[config.mk]
export PLATFORM = sky130hd
export DESIGN_NAME = morse_tx_engine
export DESIGN_NICKNAME = d
export VERILOG_FILES = /design/src/rtl/morse_pkg.sv /design/src/rtl/morse_char_fifo.sv /design/src/rtl/morse_tx_engine.sv
export SDC_FILE = /design/constraint.sdc
export NUM_CORES = 1
export LEC_CHECK = 0
export ABC_AREA = 1
export ABC_CLOCK_PERIOD_IN_PS = 3300
export CAP_MARGIN = 20
export CORE_UTILIZATION = 35
export CTS_CLUSTER_SIZE = 12
export DETAILED_ROUTE_END_ITERATION = 10
export HOLD_SLACK_MARGIN = 0.15
export PLACE_DENSITY = 0.61
export SLEW_MARGIN = 20
export SYNTH_ARGS = -nofsm -noshare
export SYNTH_HDL_FRONTEND = slang
export SYNTH_SLANG_ARGS = --single-unit
[constraint.sdc]
create_clock -name iCLK -period 3.3 [get_ports iCLK]
set_clock_uncertainty 0.15 [all_clocks]
set_input_delay 0.66 -clock iCLK [delete_from_list [all_inputs] [get_ports iCLK]]
set_output_delay 0.66 -clock iCLK [all_outputs]
set_load 0.05 [all_outputs]
[src/rtl/morse_pkg.sv]
// Shared Morse definitions: character codes, per-character symbol table, FSM states.
// Pure definitions; the table lookup is combinational with zero latency.
// No flow control here; both the TX engine and the RX side import this package.
package morse_pkg;

  localparam int CH_A     = 0;
  localparam int CH_0     = 26;
  localparam int CH_SPACE = 36;

  typedef enum logic [2:0] {
    ST_IDLE,
    ST_LOAD,
    ST_MARK,
    ST_SPACE,
    ST_GAP
  } state_t;

  // Returns {len[2:0], sym[4:0]}; sym bit 0 is the first symbol, 1 = dash.
  // len == 0 marks a code that has no symbol pattern (word space or invalid).
  function automatic logic [7:0] morse_lut(input logic [5:0] code);
    logic [7:0] r;
    r = 8'h00;
    case (code)
      6'd0:  r = {3'd2, 5'b00010}; // A .-
      6'd1:  r = {3'd4, 5'b00001}; // B -...
      6'd2:  r = {3'd4, 5'b00101}; // C -.-.
      6'd3:  r = {3'd3, 5'b00001}; // D -..
      6'd4:  r = {3'd1, 5'b00000}; // E .
      6'd5:  r = {3'd4, 5'b00100}; // F ..-.
      6'd6:  r = {3'd3, 5'b00011}; // G --.
      6'd7:  r = {3'd4, 5'b00000}; // H ....
      6'd8:  r = {3'd2, 5'b00000}; // I ..
      6'd9:  r = {3'd4, 5'b01110}; // J .---
      6'd10: r = {3'd3, 5'b00101}; // K -.-
      6'd11: r = {3'd4, 5'b00010}; // L .-..
      6'd12: r = {3'd2, 5'b00011}; // M --
      6'd13: r = {3'd2, 5'b00001}; // N -.
      6'd14: r = {3'd3, 5'b00111}; // O ---
      6'd15: r = {3'd4, 5'b00110}; // P .--.
      6'd16: r = {3'd4, 5'b01011}; // Q --.-
      6'd17: r = {3'd3, 5'b00010}; // R .-.
      6'd18: r = {3'd3, 5'b00000}; // S ...
      6'd19: r = {3'd1, 5'b00001}; // T -
      6'd20: r = {3'd3, 5'b00100}; // U ..-
      6'd21: r = {3'd4, 5'b01000}; // V ...-
      6'd22: r = {3'd3, 5'b00110}; // W .--
      6'd23: r = {3'd4, 5'b01001}; // X -..-
      6'd24: r = {3'd4, 5'b01101}; // Y -.--
      6'd25: r = {3'd4, 5'b00011}; // Z --..
      6'd26: r = {3'd5, 5'b11111}; // 0 -----
      6'd27: r = {3'd5, 5'b11110}; // 1 .----
      6'd28: r = {3'd5, 5'b11100}; // 2 ..---
      6'd29: r = {3'd5, 5'b11000}; // 3 ...--
      6'd30: r = {3'd5, 5'b10000}; // 4 ....-
      6'd31: r = {3'd5, 5'b00000}; // 5 .....
      6'd32: r = {3'd5, 5'b00001}; // 6 -....
      6'd33: r = {3'd5, 5'b00011}; // 7 --...
      6'd34: r = {3'd5, 5'b00111}; // 8 ---..
      6'd35: r = {3'd5, 5'b01111}; // 9 ----.
      default: r = 8'h00;
    endcase
    return r;
  endfunction

endpackage

[src/rtl/morse_char_fifo.sv]
// Character queue, DEPTH x W, with occupancy count; head is read combinationally.
// Latency: a pushed entry is visible at the head one cycle after the push edge.
// Backpressure: push_rdy drops when full (pushes then dropped); clear wins over push and pop.
module morse_char_fifo #(
  parameter int DEPTH = 16,
  parameter int W     = 6,
  localparam int CW   = $clog2(DEPTH + 1),
  localparam int AW   = $clog2(DEPTH)
) (
  input  logic          iCLK,
  input  logic          iRST,
  input  logic          clear,
  input  logic          push_vld,
  input  logic [W-1:0]  push_dat,
  output logic          push_rdy,
  input  logic          pop,
  output logic [W-1:0]  head_dat,
  output logic [CW-1:0] count
);

  logic [W-1:0]  mem [DEPTH];
  logic [AW-1:0] wr_ptr;
  logic [AW-1:0] rd_ptr;
  logic          push_fire;
  logic          pop_fire;

  assign push_rdy  = (count != CW'(DEPTH));
  assign push_fire = push_vld && push_rdy && !clear;
  assign pop_fire  = pop && (count != '0) && !clear;
  assign head_dat  = mem[rd_ptr];

  // Storage write; contents need no reset since count gates every read.
  always_ff @(posedge iCLK) begin
    if (push_fire) mem[wr_ptr] <= push_dat;
  end

  // Pointers wrap naturally at the power-of-two depth; count tracks occupancy.
  always_ff @(posedge iCLK or posedge iRST) begin
    if (iRST) begin
      wr_ptr <= '0;
      rd_ptr <= '0;
      count  <= '0;
    end else if (clear) begin
      wr_ptr <= '0;
      rd_ptr <= '0;
      count  <= '0;
    end else begin
      if (push_fire) wr_ptr <= wr_ptr + AW'(1);
      if (pop_fire)  rd_ptr <= rd_ptr + AW'(1);
      case ({push_fire, pop_fire})
        2'b10:   count <= count + CW'(1);
        2'b01:   count <= count - CW'(1);
        default: count <= count;
      endcase
    end
  end

endmodule

[src/rtl/morse_tx_engine.sv]
// Streaming Morse transmitter: queues character codes and keys them onto oLED unit by unit.
// Latency: oLED rises two cycles after an accepted iSend; unit lengths follow iTick strobes.
// Backpressure: oCharReady = FIFO not full; MORSE_TX_WORD_SPACE_EN turns code 36 into a word gap.
module morse_tx_engine
  import morse_pkg::*;
#(
  parameter int DEPTH      = 16,
  parameter int UNIT_TICKS = 1,
  parameter int CODE_W     = 6
) (
  input  logic                       iCLK,
  input  logic                       iRST,
  input  logic                       iTick,
  input  logic [CODE_W-1:0]          iChar,
  input  logic                       iCharValid,
  output logic                       oCharReady,
  input  logic                       iSend,
  input  logic                       iClear,
  output logic                       oLED,
  output logic                       oBusy,
  output logic                       oDone,
  output logic [$clog2(DEPTH+1)-1:0] oCount
);

  localparam int CW  = $clog2(DEPTH + 1);
  localparam int TCW = $clog2(3 * UNIT_TICKS + 1);

  state_t            state;
  logic [TCW-1:0]    tick_cnt;
  logic [2:0]        unit_left;
  logic [2:0]        sym_idx;
  logic [2:0]        cur_len;
  logic [4:0]        cur_sym;
  logic [CODE_W-1:0] head;
  logic [7:0]        lut;
  logic              pop;
  logic              head_ok;
  logic              push_fire;
  logic              more_after_pop;
  logic              more_now;
  logic              timed;
  logic              unit_end;
  logic              dur_end;

  morse_char_fifo #(.DEPTH(DEPTH), .W(CODE_W)) u_fifo (
    .iCLK     (iCLK),
    .iRST     (iRST),
    .clear    (iClear),
    .push_vld (iCharValid),
    .push_dat (iChar),
    .push_rdy (oCharReady),
    .pop      (pop),
    .head_dat (head),
    .count    (oCount)
  );

  assign pop            = (state == ST_LOAD) && !iClear;
  assign lut            = morse_lut(head[5:0]);
  assign head_ok        = (head < CODE_W'(CH_SPACE));
  assign push_fire      = iCharValid && oCharReady;
  // Occupancy after this cycle's pop/push, used to decide whether to keep draining.
  assign more_after_pop = (oCount > CW'(1)) || push_fire;
  assign more_now       = (oCount != '0) || push_fire;
  assign timed          = (state == ST_MARK) || (state == ST_SPACE) || (state == ST_GAP);
  assign unit_end       = timed && iTick && (tick_cnt == TCW'(UNIT_TICKS - 1));
  assign dur_end        = unit_end && (unit_left == 3'd1);

`ifdef MORSE_TX_WORD_SPACE_EN
  logic head_space;
  assign head_space = (head == CODE_W'(CH_SPACE));
`endif

  // Sequencer: character load, per-symbol mark/space keying and inter-character gaps.
  always_ff @(posedge iCLK or posedge iRST) begin
    if (iRST) begin
      state     <= ST_IDLE;
      tick_cnt  <= '0;
      unit_left <= 3'd0;
      sym_idx   <= 3'd0;
      cur_len   <= 3'd0;
      cur_sym   <= 5'd0;
      oLED      <= 1'b0;
      oBusy     <= 1'b0;
      oDone     <= 1'b0;
    end else if (iClear) begin
      state <= ST_IDLE;
      oLED  <= 1'b0;
      oBusy <= 1'b0;
      oDone <= 1'b0;
    end else begin
      oDone <= 1'b0;
      // Tick counting inside a unit and unit countdown inside a timed state.
      if (timed && iTick) tick_cnt <= unit_end ? '0 : tick_cnt + TCW'(1);
      if (unit_end && (unit_left != 3'd1)) unit_left <= unit_left - 3'd1;

      case (state)
        ST_IDLE: begin
          if (iSend && (oCount != '0)) begin
            state <= ST_LOAD;
            oBusy <= 1'b1;
          end
        end

        ST_LOAD: begin
          tick_cnt <= '0;
          sym_idx  <= 3'd0;
          if (head_ok) begin
            cur_len   <= lut[7:5];
            cur_sym   <= lut[4:0];
            unit_left <= lut[0] ? 3'd3 : 3'd1;
            oLED      <= 1'b1;
            state     <= ST_MARK;
          end
`ifdef MORSE_TX_WORD_SPACE_EN
          else if (head_space) begin
            unit_left <= 3'd4;
            state     <= ST_GAP;
          end
`endif
          else if (more_after_pop) begin
            state <= ST_LOAD;
          end else begin
            state <= ST_IDLE;
            oBusy <= 1'b0;
            oDone <= 1'b1;
          end
        end

        ST_MARK: begin
          if (dur_end) begin
            oLED <= 1'b0;
            if (sym_idx == cur_len - 3'd1) begin
              unit_left <= 3'd3;
              state     <= ST_GAP;
            end else begin
              unit_left <= 3'd1;
              sym_idx   <= sym_idx + 3'd1;
              state     <= ST_SPACE;
            end
          end
        end

        ST_SPACE: begin
          if (dur_end) begin
            unit_left <= cur_sym[sym_idx] ? 3'd3 : 3'd1;
            oLED      <= 1'b1;
            state     <= ST_MARK;
          end
        end

        ST_GAP: begin
          if (dur_end) begin
            if (more_now) begin
              state <= ST_LOAD;
            end else begin
              state <= ST_IDLE;
              oBusy <= 1'b0;
              oDone <= 1'b1;
            end
          end
        end

        default: state <= ST_IDLE;
      endcase
    end
  end

endmodule
==> impl_metrics.py, run 1 <==
metrics = {
    "status": {
        "status": "finished, final reports clean",
    },
    "clock_tree": {
        "cts-root-buf": "clkbuf_16",
        "path_clk_slew_ns": 0.06,
        "cts_tree": "done",
        "clockBufferDepth": 2,
        "cts_made_buffers": 17,
        "htreeDepth": 4,
        "cts.sinks": 131,
        "cts-resized-gates": 0,
        "ctsHoldBuffers": 0,
        "clock_latency_ns": 0.42,
        "postCtsSetupRepairBufs": 0,
    },
    "setup_path": {
        "cp_max_fo": 8,
        "worstSetupPathType": "reg -> out",
        "cp_slowest_stage_delay_ns": 0.82,
        "cp.arrival_ns": 2.18,
        "start_kind": "register",
        "cp-end-kind": "output port",
        "cp_slowest_cell": "clkdlybuf4s50_1",
        "r2r_slack_ns": 0.52,
        "required_ns": 2.49,
        "path_cells": "inv_1 > ha_1 > nand3_1 > clkdlybuf4s50_1",
    },
    "floorplanning": {
        "num_rows": 51,
        "die_w_um": 143,
        "start_util_pct": 35.7,
        "dieHeight_um": 143,
        "ios": 21,
        "core-area_mm2": 0.0195,
        "fp.dieArea_mm2": 0.0204,
    },
    "synth": {
        "synth_top_family_by_area": "simple AND/OR/NAND/NOR gates",
        "yosys.area_share.simple_pct": 25.8,
        "synth.distinct_cells": 39,
        "syn_inst": 798,
        "synth_seq_cells": 131,
        "synth_fa_ha_area_share_pct": 3.60,
        "postSynthAreaPerCell_um2": 8.70,
        "synthMuxAreaShare_pct": 0,
        "ys.flop_type": "edfxtp_1",
        "synth_compound_area_share_pct": 5.97,
        "postSynthNetCount": 830,
        "synthArstFlopShare_pct": 26.7,
        "synth_warnings": 0,
        "syn_area_mm2": 0.00694,
        "synth-seq-area-share_pct": 54.1,
        "synth_edf_count": 96,
        "synthXorXnorAreaFrac_pct": 1.14,
    },
    "power": {
        "clock_power_share_pct": 29.9,
        "vdd_drop_max_v": 0.000374,
        "p_sw_share_pct": 37.5,
        "p_int_uw": 3450,
        "p_per_area_mw_per_mm2": 692,
        "switching_power_uw": 2070,
        "comb_power_share_pct": 33.9,
        "p_seq_share_pct": 36.1,
        "leakagePower_uw": 0.00354,
    },
    "timing": {
        "tns_ns": 0,
        "fin_crit_ns": 2.99,
        "fmax_mhz": 334,
        "max-slew-margin-rel_pct": 45.4,
        "drv_slew": 0,
        "finalSetupViolations": 0,
        "tightest_slew_ns": 0.819,
        "fin_crit_sh_pct": 90.6,
        "fin_ws_ns": 0.310,
        "hold_viol": 0,
        "rsz0062_at_grt": "no",
    },
    "drt": {
        "wl_um": 15700,
        "viasPerCell": 4.67,
        "drtAntennaViolNets": 0,
        "drc": 0,
        "drt_iter0_markers": 497,
        "vias": 5190,
        "routedWlPerCell_um": 14.1,
        "drt_first_pass_iters": 5,
    },
    "global_routing": {
        "track_usage_pct": 16.9,
        "first_global_vias": 4910,
        "overflow": 0,
        "grt_pass1_wl_um": 25800,
        "grt_max_degree": 32,
        "antenna_found_initial": 0,
    },
    "layout": {
        "drive_gt1_share_pct": 9.22,
        "area_growth_pct": 15.0,
        "antennaDiodeCount": 0,
        "fin_area_mm2": 0.00798,
        "seq_area_mm2": 0.00376,
        "multi_input_area_mm2": 0.00254,
        "nFillCells": 1921,
        "finalNetCount": 865,
    },
    "hold_path": {
        "hold_class": "reg -> reg",
    },
    "run": {
        "max_cap_viol_count": 0,
    },
    "place": {
        "dpl_cell_area_mm2": 0.00746,
        "dp_hpwl_um": 10800,
        "portBuffers": 20,
        "dp_slack_ns": 0.481,
        "gp_congestion": 0.855,
    },
}
-- cell usage after synthesis (all sizes together) (4+ instances only) --
cell type / number / area, µm²
or2: 6 / 37.5
nor2: 50 / 200
buf: 21 / 150
ha: 20 / 250
dfrtp: 35 / 876
nor3: 9 / 61.3
o211ai: 5 / 37.5
xnor2: 5 / 43.8
o21ai: 44 / 220
inv: 128 / 480
edfxtp: 96 / 2880
a21oi: 14 / 73.8
nand3: 101 / 531
nand4: 5 / 31.3
o22ai: 4 / 25.0
xor2: 4 / 35.0
nand2: 240 / 933
-- layout make-up --
cell class              count  area share [%]
clock buffers              18            5.38
multi-input cells         514            31.8
flip-flops and latches    131            47.1
repair buffers             40            4.39
well taps                 265            4.15
clock inverters            14            1.13
inverters                 129            6.07
-- critical path: cells and delay by family (launching register included) --
kind	cells	cell delay, ns
buffers and inverters	2	0.93
adder cells (fa/ha/maj)	1	0.23
AND/OR/NAND/NOR	1	0.13
flip-flops	1	0.47
-- flip-flops by register name, summed over array words and instances, names as in the netlist --
name,flops
unit_left,3
u_fifo.rd_ptr,4
u_fifo.mem,96
u_fifo.wr_ptr,4
u_fifo.count,5
sym_idx,3
oDone,1
state,3
tick_cnt,2
oLED,1
cur_sym,5
cur_len,3
oBusy,1
-- metrics by stage --
step,total power [µW],cells,utilization [%],hold slack [ns]
after floorplan,3470,798,-,0.299
after CTS,5550,1111,41.0,0.333
after global routing,5890,1111,41.0,0.363
after global placement,3890,1079,38.3,0.321
final,5530,1111,41.0,0.334
after detailed placement,3880,1079,38.3,0.317
-- cell usage in the layout, fill, tap and decap left out, types with 3 or more instances in the layout --
cell type | synthesis | routed
o21ai_1 | 18 | 18
xor2_1 | 4 | 4
clkinv_1 | 1 | 3
nand4_1 | 5 | 5
nor2_1 | 47 | 47
dfrtp_1 | 35 | 34
clkbuf_16 | 0 | 17
buf_4 | 6 | 20
o22ai_1 | 4 | 4
inv_1 | 117 | 117
nand2_2 | 7 | 7
clkinvlp_4 | 0 | 3
ha_1 | 20 | 20
inv_2 | 11 | 11
xnor2_1 | 5 | 5
edfxtp_1 | 96 | 96
o211ai_1 | 5 | 5
clkinv_2 | 0 | 5
o21ai_0 | 26 | 26
clkdlybuf4s50_1 | 0 | 20
nand2_1 | 231 | 231
nand3_1 | 99 | 99
a21oi_1 | 13 | 13
or2_1 | 4 | 4
nor3_1 | 7 | 7
-- cells by family after synthesis --
kind of cell / Yosys count
xor gates and xnor gates: 9
buffers and inverters: 153
DFF: 131
AOI/OAI and AO/OA: 74
and+or+nand+nor: 411
adders and majority gates: 20
-- worst paths after layout --
path / to / depth (start not counted) / start
max reg2reg: cur_len[0] / 16 / u_fifo.rd_ptr[0]
max in group asynchronous: u_fifo.count[3] / 3 / iRST
min reg2reg: cur_sym[2] / 2 / cur_sym[2]
max: oCharReady / 4 / u_fifo.count[0]
min in group asynchronous: sym_idx[2] / 2 / iRST
min: cur_sym[2] / 2 / cur_sym[2]
-- power by group through the flow --
stage                     registers (µW)  logic, µW  clock network [µW]
after floorplan                     2100       1370                   0
after global placement              2030       1860                   0
after detailed placement            2030       1860                   0
after CTS                           2000       1870                1680
after global routing                2020       2120                1750
final                               2000       1870                1650
-- layer usage --
layer  track usage (%)  up-vias  wire [µm]
met2              26.4      142       7130
li1                  -     2664          -
met4              6.34        0        295
met5                 0        -          0
met3              3.62       27        590
met1              22.9     2357       7700
Note: power is estimated with default switching activity, not from simulation.
==> run 2, diff against run 1 <==
- SYNTH_HIERARCHICAL: unset -> 1
- TNS_END_PERCENT: unset -> 20
==> impl_metrics.py, run 2 <==
metrics = {
    "drt": {
        "drt_iter0_markers": 400,
        "drt_first_pass_iters": 5,
        "routedWlPerCell_um": 14.7,
        "viasPerCell": 4.98,
        "wl_um": 14700,
        "drtAntennaViolNets": 0,
        "vias": 4996,
        "drc": 0,
    },
    "synth": {
        "yosysMostFrequentCell": "nand2_1",
        "syn_inst": 710,
        "synth_edf_count": 96,
        "synth_top_cell_by_area": "edfxtp_1",
        "synthMuxAreaShare_pct": 0,
        "postSynthAreaPerCell_um2": 9.49,
        "synth_fa_ha_area_share_pct": 3.83,
        "synthArstFlopShare_pct": 26.7,
        "synth_top_family_by_area": "simple AND/OR/NAND/NOR gates",
        "yosys.area_share.simple_pct": 19.4,
        "netlist_top_cells_area": "edfxtp_1 (43%), dfrtp_1 (13%), nand2_1 (7.5%)",
        "synthXorXnorAreaFrac_pct": 0.650,
        "synth_common_cells": "nand2_1 (134), inv_1 (100), edfxtp_1 (96)",
        "synth_warnings": 6,
        "synth_compound_area_share_pct": 12.6,
        "ys.flop_type": "edfxtp_1",
        "synth-seq-area-share_pct": 55.8,
        "syn_area_mm2": 0.00674,
        "yosysTopAreaCellShare_pct": 42.8,
        "synth.distinct_cells": 40,
        "postSynthNetCount": 742,
        "synth_seq_cells": 131,
    },
    "global_routing": {
        "grt_max_degree": 52,
        "grt_pass1_wl_um": 24100,
        "antenna_found_initial": 0,
        "track_usage_pct": 15.9,
        "overflow": 0,
        "first_global_vias": 4760,
    },
    "place": {
        "dp_hpwl_um": 9980,
        "gp_congestion": 0.866,
        "portBuffers": 20,
        "dp_slack_ns": 0.216,
    },
    "clock_tree": {
        "cts_tree": "done",
        "cts_made_buffers": 17,
        "cts.sinks": 131,
        "htreeDepth": 4,
        "ctsHoldBuffers": 0,
        "path_clk_slew_ns": 0.06,
        "cts-root-buf": "clkbuf_16",
        "cts-resized-gates": 0,
        "clock_latency_ns": 0.42,
        "postCtsSetupRepairBufs": 0,
        "clockBufferDepth": 2,
    },
    "timing": {
        "max-slew-margin-rel_pct": 43.9,
        "fmax_mhz": 350,
        "drv_slew": 0,
        "tightest_slew_ns": 0.841,
        "hold_viol": 0,
        "fin_crit_ns": 2.86,
        "rsz0062_at_grt": "no",
        "fin_ws_ns": 0.445,
        "tns_ns": 0,
        "fin_crit_sh_pct": 86.5,
        "finalSetupViolations": 0,
    },
    "setup_path": {
        "cp.arrival_ns": 3.00,
        "cp_slowest_cell": "dfrtp_2",
        "required_ns": 3.45,
        "crit_start": "u_fifo/rd_ptr[0]",
        "cp_slowest_stage_delay_ns": 0.58,
        "start_kind": "register",
        "cp-end-kind": "register",
        "r2r-start": "u_fifo/rd_ptr[0]",
        "worstSetupPathType": "reg -> reg",
        "reg2regPathDepth": 14,
        "path_cells": "buf_12 > a21oi_1 > o21ai_0 > nand3_1 > nand3_1 > nand2_1 > nor2_2 > nand2_1 > nand2_1 > inv_2 > nor2_4 > inv_2 > a31oi_1 > a31oi_1",
        "crit_top_cell": "nand2_1",
        "cp_max_fo": 41,
    },
    "status": {
        "status": "finished, final reports clean",
    },
    "floorplanning": {
        "die_w_um": 141,
        "dieHeight_um": 141,
        "start_util_pct": 35.9,
        "num_rows": 50,
        "core-area_mm2": 0.0188,
        "ios": 21,
        "fp.dieArea_mm2": 0.0198,
    },
    "layout": {
        "final_cell_mix": "nand2_1 (134), inv_1 (100), edfxtp_1 (96), nand3_1 (66), o21ai_0 (54)",
        "largest_reg_flops": 96,
        "finalNetCount": 789,
        "biggestRegsByFlops": "u_fifo/mem x96, cur_sym x5, u_fifo/count x5",
        "area_growth_pct": 18.7,
        "drive_gt1_share_pct": 13.1,
        "antennaDiodeCount": 0,
        "final_common_cell": "nand2_1",
        "regMostFlops": "u_fifo/mem",
    },
    "power": {
        "leakagePower_uw": 0.00327,
        "vdd_drop_max_v": 0.000379,
        "p_per_area_mw_per_mm2": 669,
    },
    "hold_path": {
        "hp-start": "cur_sym[4]",
        "hold_class": "reg -> reg",
        "whs_path_depth": 2,
    },
    "run": {
        "max_cap_viol_count": 0,
    },
}
==> run 2: cell count changes after synthesis, moves of 5 or more <==
cell	delta
a21oi_1	+25
clkbuf_1	+6
inv_1	-17
inv_2	-6
nand2_1	-97
nand3_1	-33
nor2_1	-10
nor2_4	+5
o211ai_1	+20
o21ai_0	+28
o21ai_1	-10
==> run 2: critical path, delay by kind of cell, from the launching register on <==
kind            cells  cell delay [ns]
compound gates      4             0.42
buf+inv             3             0.43
simple gates        7             1.12
flops               1             0.58
==> run 2: layer usage <==
metal / vias to the layer above / GRT usage, % / share of wire (%)
met3: 19 / 2.89 / 3.0
li1: 2522 / - / -
met2: 91 / 27.4 / 51
met1: 2364 / 19.8 / 44
met5: - / 0 / 0
met4: 0 / 6.58 / 1.6
==> run 2: cell families (layout without fill, tap and decap cells) <==
kind of cell | Yosys count | after routing
XOR/XNOR | 5 | 5
buffers and inverters | 130 | 190
flip-flops | 131 | 131
AO/OA/AOI/OAI | 145 | 145
adder cells (fa/ha/maj) | 20 | 20
AND/OR/NAND/NOR | 279 | 279
==> run 2: path summary, 6_finish.rpt <==
check | endpoint | slack (ns)
worst max-delay path | cur_sym[3] | 0.44
min in group asynchronous | u_fifo/count[4] | 0.48
worst max register to register | cur_sym[3] | 0.44
max in group asynchronous | state[0] | 1.87
worst min register to register | cur_sym[4] | 0.35
worst min-delay path | cur_sym[4] | 0.35
==> run 2: per-stage QoR <==
stage | total power (µW) | utilization (%) | instances | hold slack (ns) | cell area, µm²
2_1_floorplan | 3050 | - | 710 | 0.302 | 6740
3_3_place_gp | 3400 | 39.3 | 972 | 0.323 | 7370
5_1_grt | 5650 | 42.6 | 1004 | 0.368 | 8000
4_1_cts | 5390 | 42.6 | 1004 | 0.352 | 8000
3_5_place_dp | 3420 | 39.3 | 972 | 0.339 | 7370
6_report | 5350 | 42.6 | 1004 | 0.354 | 8000
==> run 2: cell type report <==
cell class	count	area, µm²
Fill cell	1797	10800
Sequential cell	131	3760
Multi-Input combinational cell	449	2460
Timing Repair Buffer	52	465
Clock buffer	17	425
Inverter	106	400
Tap cell	234	293
Clock inverter	15	196
==> run 2: power breakdown <==
part / internal (µW) / switching [µW]
Clock: 1210 / 750
Combinational: 479 / 887
Sequential: 1900 / 124
==> edit 1: new RTL, flow settings as in run 2 <==
`DEPTH` is set to 16 in 2 places; all go to 32.
--- a/src/rtl/morse_char_fifo.sv
+++ b/src/rtl/morse_char_fifo.sv
@@ -2,7 +2,7 @@
 // Latency: a pushed entry is visible at the head one cycle after the push edge.
 // Backpressure: push_rdy drops when full (pushes then dropped); clear wins over push and pop.
 module morse_char_fifo #(
-  parameter int DEPTH = 16,
+  parameter int DEPTH = 32,
   parameter int W     = 6,
   localparam int CW   = $clog2(DEPTH + 1),
   localparam int AW   = $clog2(DEPTH)
--- a/src/rtl/morse_tx_engine.sv
+++ b/src/rtl/morse_tx_engine.sv
@@ -4,7 +4,7 @@
 module morse_tx_engine
   import morse_pkg::*;
 #(
-  parameter int DEPTH      = 16,
+  parameter int DEPTH      = 32,
   parameter int UNIT_TICKS = 1,
   parameter int CODE_W     = 6
 ) (
Ports: changed (resized oCount); port bits go from 21 to 22. The function was not compared with the original's and may differ.
==> edit 1 against run 2 <==
  * Routed wire length up 74%
  * Power up 48%
  * Sequential cell count up 99
  * Design area up 58%
  * Utilization down 1.2 points
  * Area after synthesis up 61%
  * Worst setup slack worse by 0.19 ns
  * Clock power up 30%
  * Largest power group unchanged
==> edit 1: results (changes against run 2) <==
Global route
  • Vias in the first global route: 7613 (+60%)
  • GRT met1 Usage: 22.3% (+2.5 points)
  • Largest net degree at the start of global routing: 76 (+46%)
  • Global Route Usage Sum: 16.5% (+0.58 points)
  • Initial antenna violation count: 1 (+1)
  • Met2 Use GR: 27.7% (+0.38 points)
  • Global-route wire length before repair: 40600 um (+68%)
  • GR Util met3: 1.97% (-0.92 points)

Synthesis
  • Post-synth EDFFs: 192 (+100%)
  • FFs w/ async S/R, synth: 16.5% (-10 points)
  • Seq/Total Area, Yosys: 62.0% (+6.2 points)
  • Yosys reg bits: 230 (+76%)
  • Post-Synth XOR/XNOR Area: 0.243% (-0.41 points)
  • Post-Synth Adder-Cell Area: 2.50% (-1.3 points)
  • Yosys cell types: 47 (+18%)
  • Syn Area/Cell: 10.2 um^2 (+7.6%)
  • Mapped Nets: 1094 (+47%)
  • Synth Area in Compound Gates: 10.8% (-1.8 points)
  • Most frequent cells after synthesis: 192 x edfxtp_1, 189 x nand2_1, 167 x nor2_1

Cells and area
  • Clkbuf count: 32 (+15)
  • Register share of the cell area: 53.2% (+6.2 points)
  • Non-Clock Buffer Area Fraction: 6.40% (+0.58 points)
  • Nonclk buf count: 85 (+63%)
  • Multi-input gates: 703 (+57%)
  • Inverter count: 86 (-19%)
  • Ratio of cells with drive above 1 in the final layout: 12.8% (-0.28 points)
  • Final clock-cell share: 5.79% (-2.0 points)
  • # nets final: 1164 (+48%)

Detailed routing
  • Vias/cell: 5.00 (+0.53%)
  • DRT iter0 DRCs: 674 (+69%)
  • Met2 wire length: 12300 um (+64%)
  • Routed WL: 25700 um (+74%)
  • WL per Instance: 16.7 um (+14%)

Clock network
  • H-tree depth: 1 (-3)
  • Total CTS buffers: 25 (+8)
  • Max clock buf depth: 3 (+1)

Power and ir drop
  • Leakage: 4.85 nW (+49%)
  • Sw Share: 31.3% (-1.5 points)
  • Reg power frac: 43.1% (+5.3 points)

Placed design
  • Port bufs: 21 (+5.0%)
  • Placed inst area: 11700 um^2 (+59%)
  • Placed instance count: 1490 (+53%)
  • Detail Placement HPWL: 16700 um (+68%)

Run status
  • Status: completed

Timing
  • Hold Slack: 0.335 ns (-0.0188 ns)
  • Worst Tran Pin Value: 0.843 ns (+0.00224 ns)

Worst setup path
  • Worst EP arrival: 3.31 ns (+0.31 ns)
  • Crit Path Max Fanout: 18 (-56%)
  • Largest stage delay, worst path: 0.49 ns (-0.09 ns)
  • Reg-to-reg setup timing slack: 0.25 ns (-0.19 ns)
[edit 1: worst paths after layout]
path                                  start               to  cells after the start
setup / recovery           u_fifo/rd_ptr[0]             oLED                     19
hold / removal                        oBusy            oBusy                      2
setup reg to reg           u_fifo/rd_ptr[0]             oLED                     19
hold reg to reg                       oBusy            oBusy                      2
max in group asynchronous              iRST       cur_sym[1]                      2
min in group asynchronous              iRST  u_fifo/count[1]                      2
[edit 1: metrics by stage]
step | setup WS [ns] | utilization (%)
2_1_floorplan | 0.599 | -
3_3_place_gp | 0.211 | 38.5
3_5_place_dp | 0.0923 | 38.5
4_1_cts | 0.177 | 40.9
5_1_grt | 0.0550 | 41.4
6_report | 0.255 | 41.4
[edit 1: worst max-delay path: cells and delay by family (launching register included)]
family	cells	cell delay [ns]
AND/OR/NAND/NOR	8	0.94
AO/OA/AOI/OAI	4	0.61
buffers and inverters	7	0.75
flip-flops	1	0.49
==> edit 2: new RTL, flow settings as in run 2 <==
Without the edit above. The 5 states of `state_t` get a one-hot encoding in 5 bits.
--- a/src/rtl/morse_pkg.sv
+++ b/src/rtl/morse_pkg.sv
@@ -7,12 +7,12 @@
   localparam int CH_0     = 26;
   localparam int CH_SPACE = 36;
 
-  typedef enum logic [2:0] {
-    ST_IDLE,
-    ST_LOAD,
-    ST_MARK,
-    ST_SPACE,
-    ST_GAP
+  typedef enum logic [4:0] {
+    ST_IDLE  = 5'b00001,
+    ST_LOAD  = 5'b00010,
+    ST_MARK  = 5'b00100,
+    ST_SPACE = 5'b01000,
+    ST_GAP   = 5'b10000
   } state_t;
 
   // Returns {len[2:0], sym[4:0]}; sym bit 0 is the first symbol, 1 = dash.
Behaviour: no difference found for any inputs over 4 cycles, from zero or initial values and one cycle with iRST high; so few cycles prove little.
==> edit 2 against run 2 <==
  * Critical path depth is 11 lower
  * Power fell by 11%
  * Routed wire length increased by 2.4%
  * Via count rose by 1.7%
  * Design area rose by 0.70%
  * Synthesized cell count rose by 2.5%
  * Worst setup slack better by 0.087 ns
  * Highest routed layer unchanged
  * Largest cell class unchanged
  * Sequential share of layout area up 0.31 points
  * Worst hold slack got worse by 0.033 ns
  * Area after synthesis up 2.3%
  * Sequential cell count is 2 higher
==> edit 2: results (changes against run 2) <==
Synthesis
  • FFs w/ async S/R, synth: 27.8% (+1.1 points)
  • Seq/Total Area, Yosys: 55.3% (-0.50 points)
  • Top_reg_cell synth: edfxtp_1
  • Most frequent cells after synthesis: 127 x nand2_1, 102 x inv_1, 96 x edfxtp_1
  • Yosys cell types: 44 (+10%)
  • Top cells by area, synth: edfxtp_1 42%, dfrtp_1 13%, nand2_1 6.9%
  • Syn Inst Count: 728 (+2.5%)
  • Ys Warns: 6 (unchanged)
  • Mapped Nets: 759 (+2.3%)

Hold path
  • Min-delay worst type: register to register

Power and ir drop
  • Worst vdd ir: 0.367 mV (-3.4%)
  • Leakage: 3.28 nW (+0.34%)

Global route
  • Largest net degree at the start of global routing: 53 (+1.9%)
  • Global Route Usage Sum: 16.2% (+0.26 points)
  • Vias in the first global route: 4969 (+4.4%)
  • Initial antenna violation count: 0 (unchanged)
  • Global-route wire length before repair: 25000 um (+3.5%)

Detailed routing
  • Total number of vias: 5080 (+1.7%)
  • Met1 WL: 6830 um (+4.6%)
  • Met2 wire length: 7600 um (+1.2%)
  • Routed WL: 15100 um (+2.4%)
  • Drt pass-1 iters: 5 (unchanged)
  • DRT iter0 DRCs: 279 (-30%)
  • Uppermost layer routed: met4
  • Met3 WL: 367 um (-16%)
  • Vias/cell: 4.90 (-1.6%)

Clock network
  • H-tree depth: 4 (unchanged)
  • Post-CTS setup buffer count: 0 (unchanged)
  • Total CTS buffers: 17 (unchanged)
  • Post_cts resized: 0 (unchanged)
  • Max clock buf depth: 2 (unchanged)
  • Reg clk slew, reported paths: 0.06 ns (about the same)

Cells and area
  • # nets final: 795 (+0.76%)
  • Ant. Diodes: 0 (unchanged)
  • Ratio of cells with drive above 1 in the final layout: 13.0% (-0.12 points)
  • Max reg flops: 96 (unchanged)

Timing
  • Worst Tran Pin Value: 0.677 ns (-0.164 ns)

Placed design
  • Placed instance count: 1005 (+3.4%)
  • GPL Wtd Cong: 0.858 (-0.91%)
  • Port bufs: 20 (unchanged)
  • Placed inst area: 7470 um^2 (+1.3%)
  • Detail Placement HPWL: 10100 um (+0.96%)
  • DP Worst Slack: 0.171 ns (-0.0453 ns)

Run status
  • Status: completed

Worst setup path
  • Crit Path Max Fanout: 8 (-80%)
  • Worst EP arrival: 1.96 ns (-1.04 ns)
-- edit 2: final cells by class --
type / count / area, um^2
Timing Repair Buffer: 40 / 375
Multi-Input combinational cell: 461 / 2540
Tap cell: 260 / 325
Clock buffer: 17 / 425
Inverter: 111 / 419
Clock inverter: 15 / 155
Fill cell: 1854 / 11000
Sequential cell: 133 / 3810
-- edit 2: layer usage --
layer | up-vias | global-route usage (%)
met5 | - | 0
met4 | 0 | 5.89
met1 | 2429 | 19.7
li1 | 2550 | -
met2 | 76 | 28.5
met3 | 25 | 3.03
-- edit 2: final timing paths --
kind / startpoint / endpoint / slack (ns) / cells past startpoint
worst max-delay path: u_fifo/count[0] / oCharReady / 0.53 / 3
worst min-delay path: oBusy / oBusy / 0.32 / 2
worst max register to register: u_fifo/rd_ptr[0] / unit_left[1] / 0.55 / 15
worst min register to register: oBusy / oBusy / 0.32 / 2
max in group asynchronous: iRST / u_fifo/rd_ptr[0] / 2.11 / 2
min in group asynchronous: iRST / unit_left[0] / 0.46 / 3
-- edit 2: where the power goes --
part | switching (mW) | leakage (nW) | internal (mW)
combinational | 0.590 | 1.66 | 0.323
clock | 0.744 | 0.281 | 1.11
sequential | 0.0858 | 1.34 | 1.92
total | 1.42 | 3.28 | 3.36
-- edit 2: worst max-delay path, cell delays in order, from the launching register on --
cell             delay (ns)
dfrtp_1                0.50
nor2_2                 0.10
nand3_2                0.12
clkdlybuf4s50_1        0.82
-- edit 2: cells by family after synthesis --
logic type               Yosys count  synth area share [%]
AND/OR/NAND/NOR                  301                  20.9
AO/OA/AOI/OAI                    135                  11.7
buffers and inverters            134                  7.81
flip-flops                       133                  55.3
adder cells (fa/ha/maj)           19                  3.56
XOR/XNOR                           6                 0.763
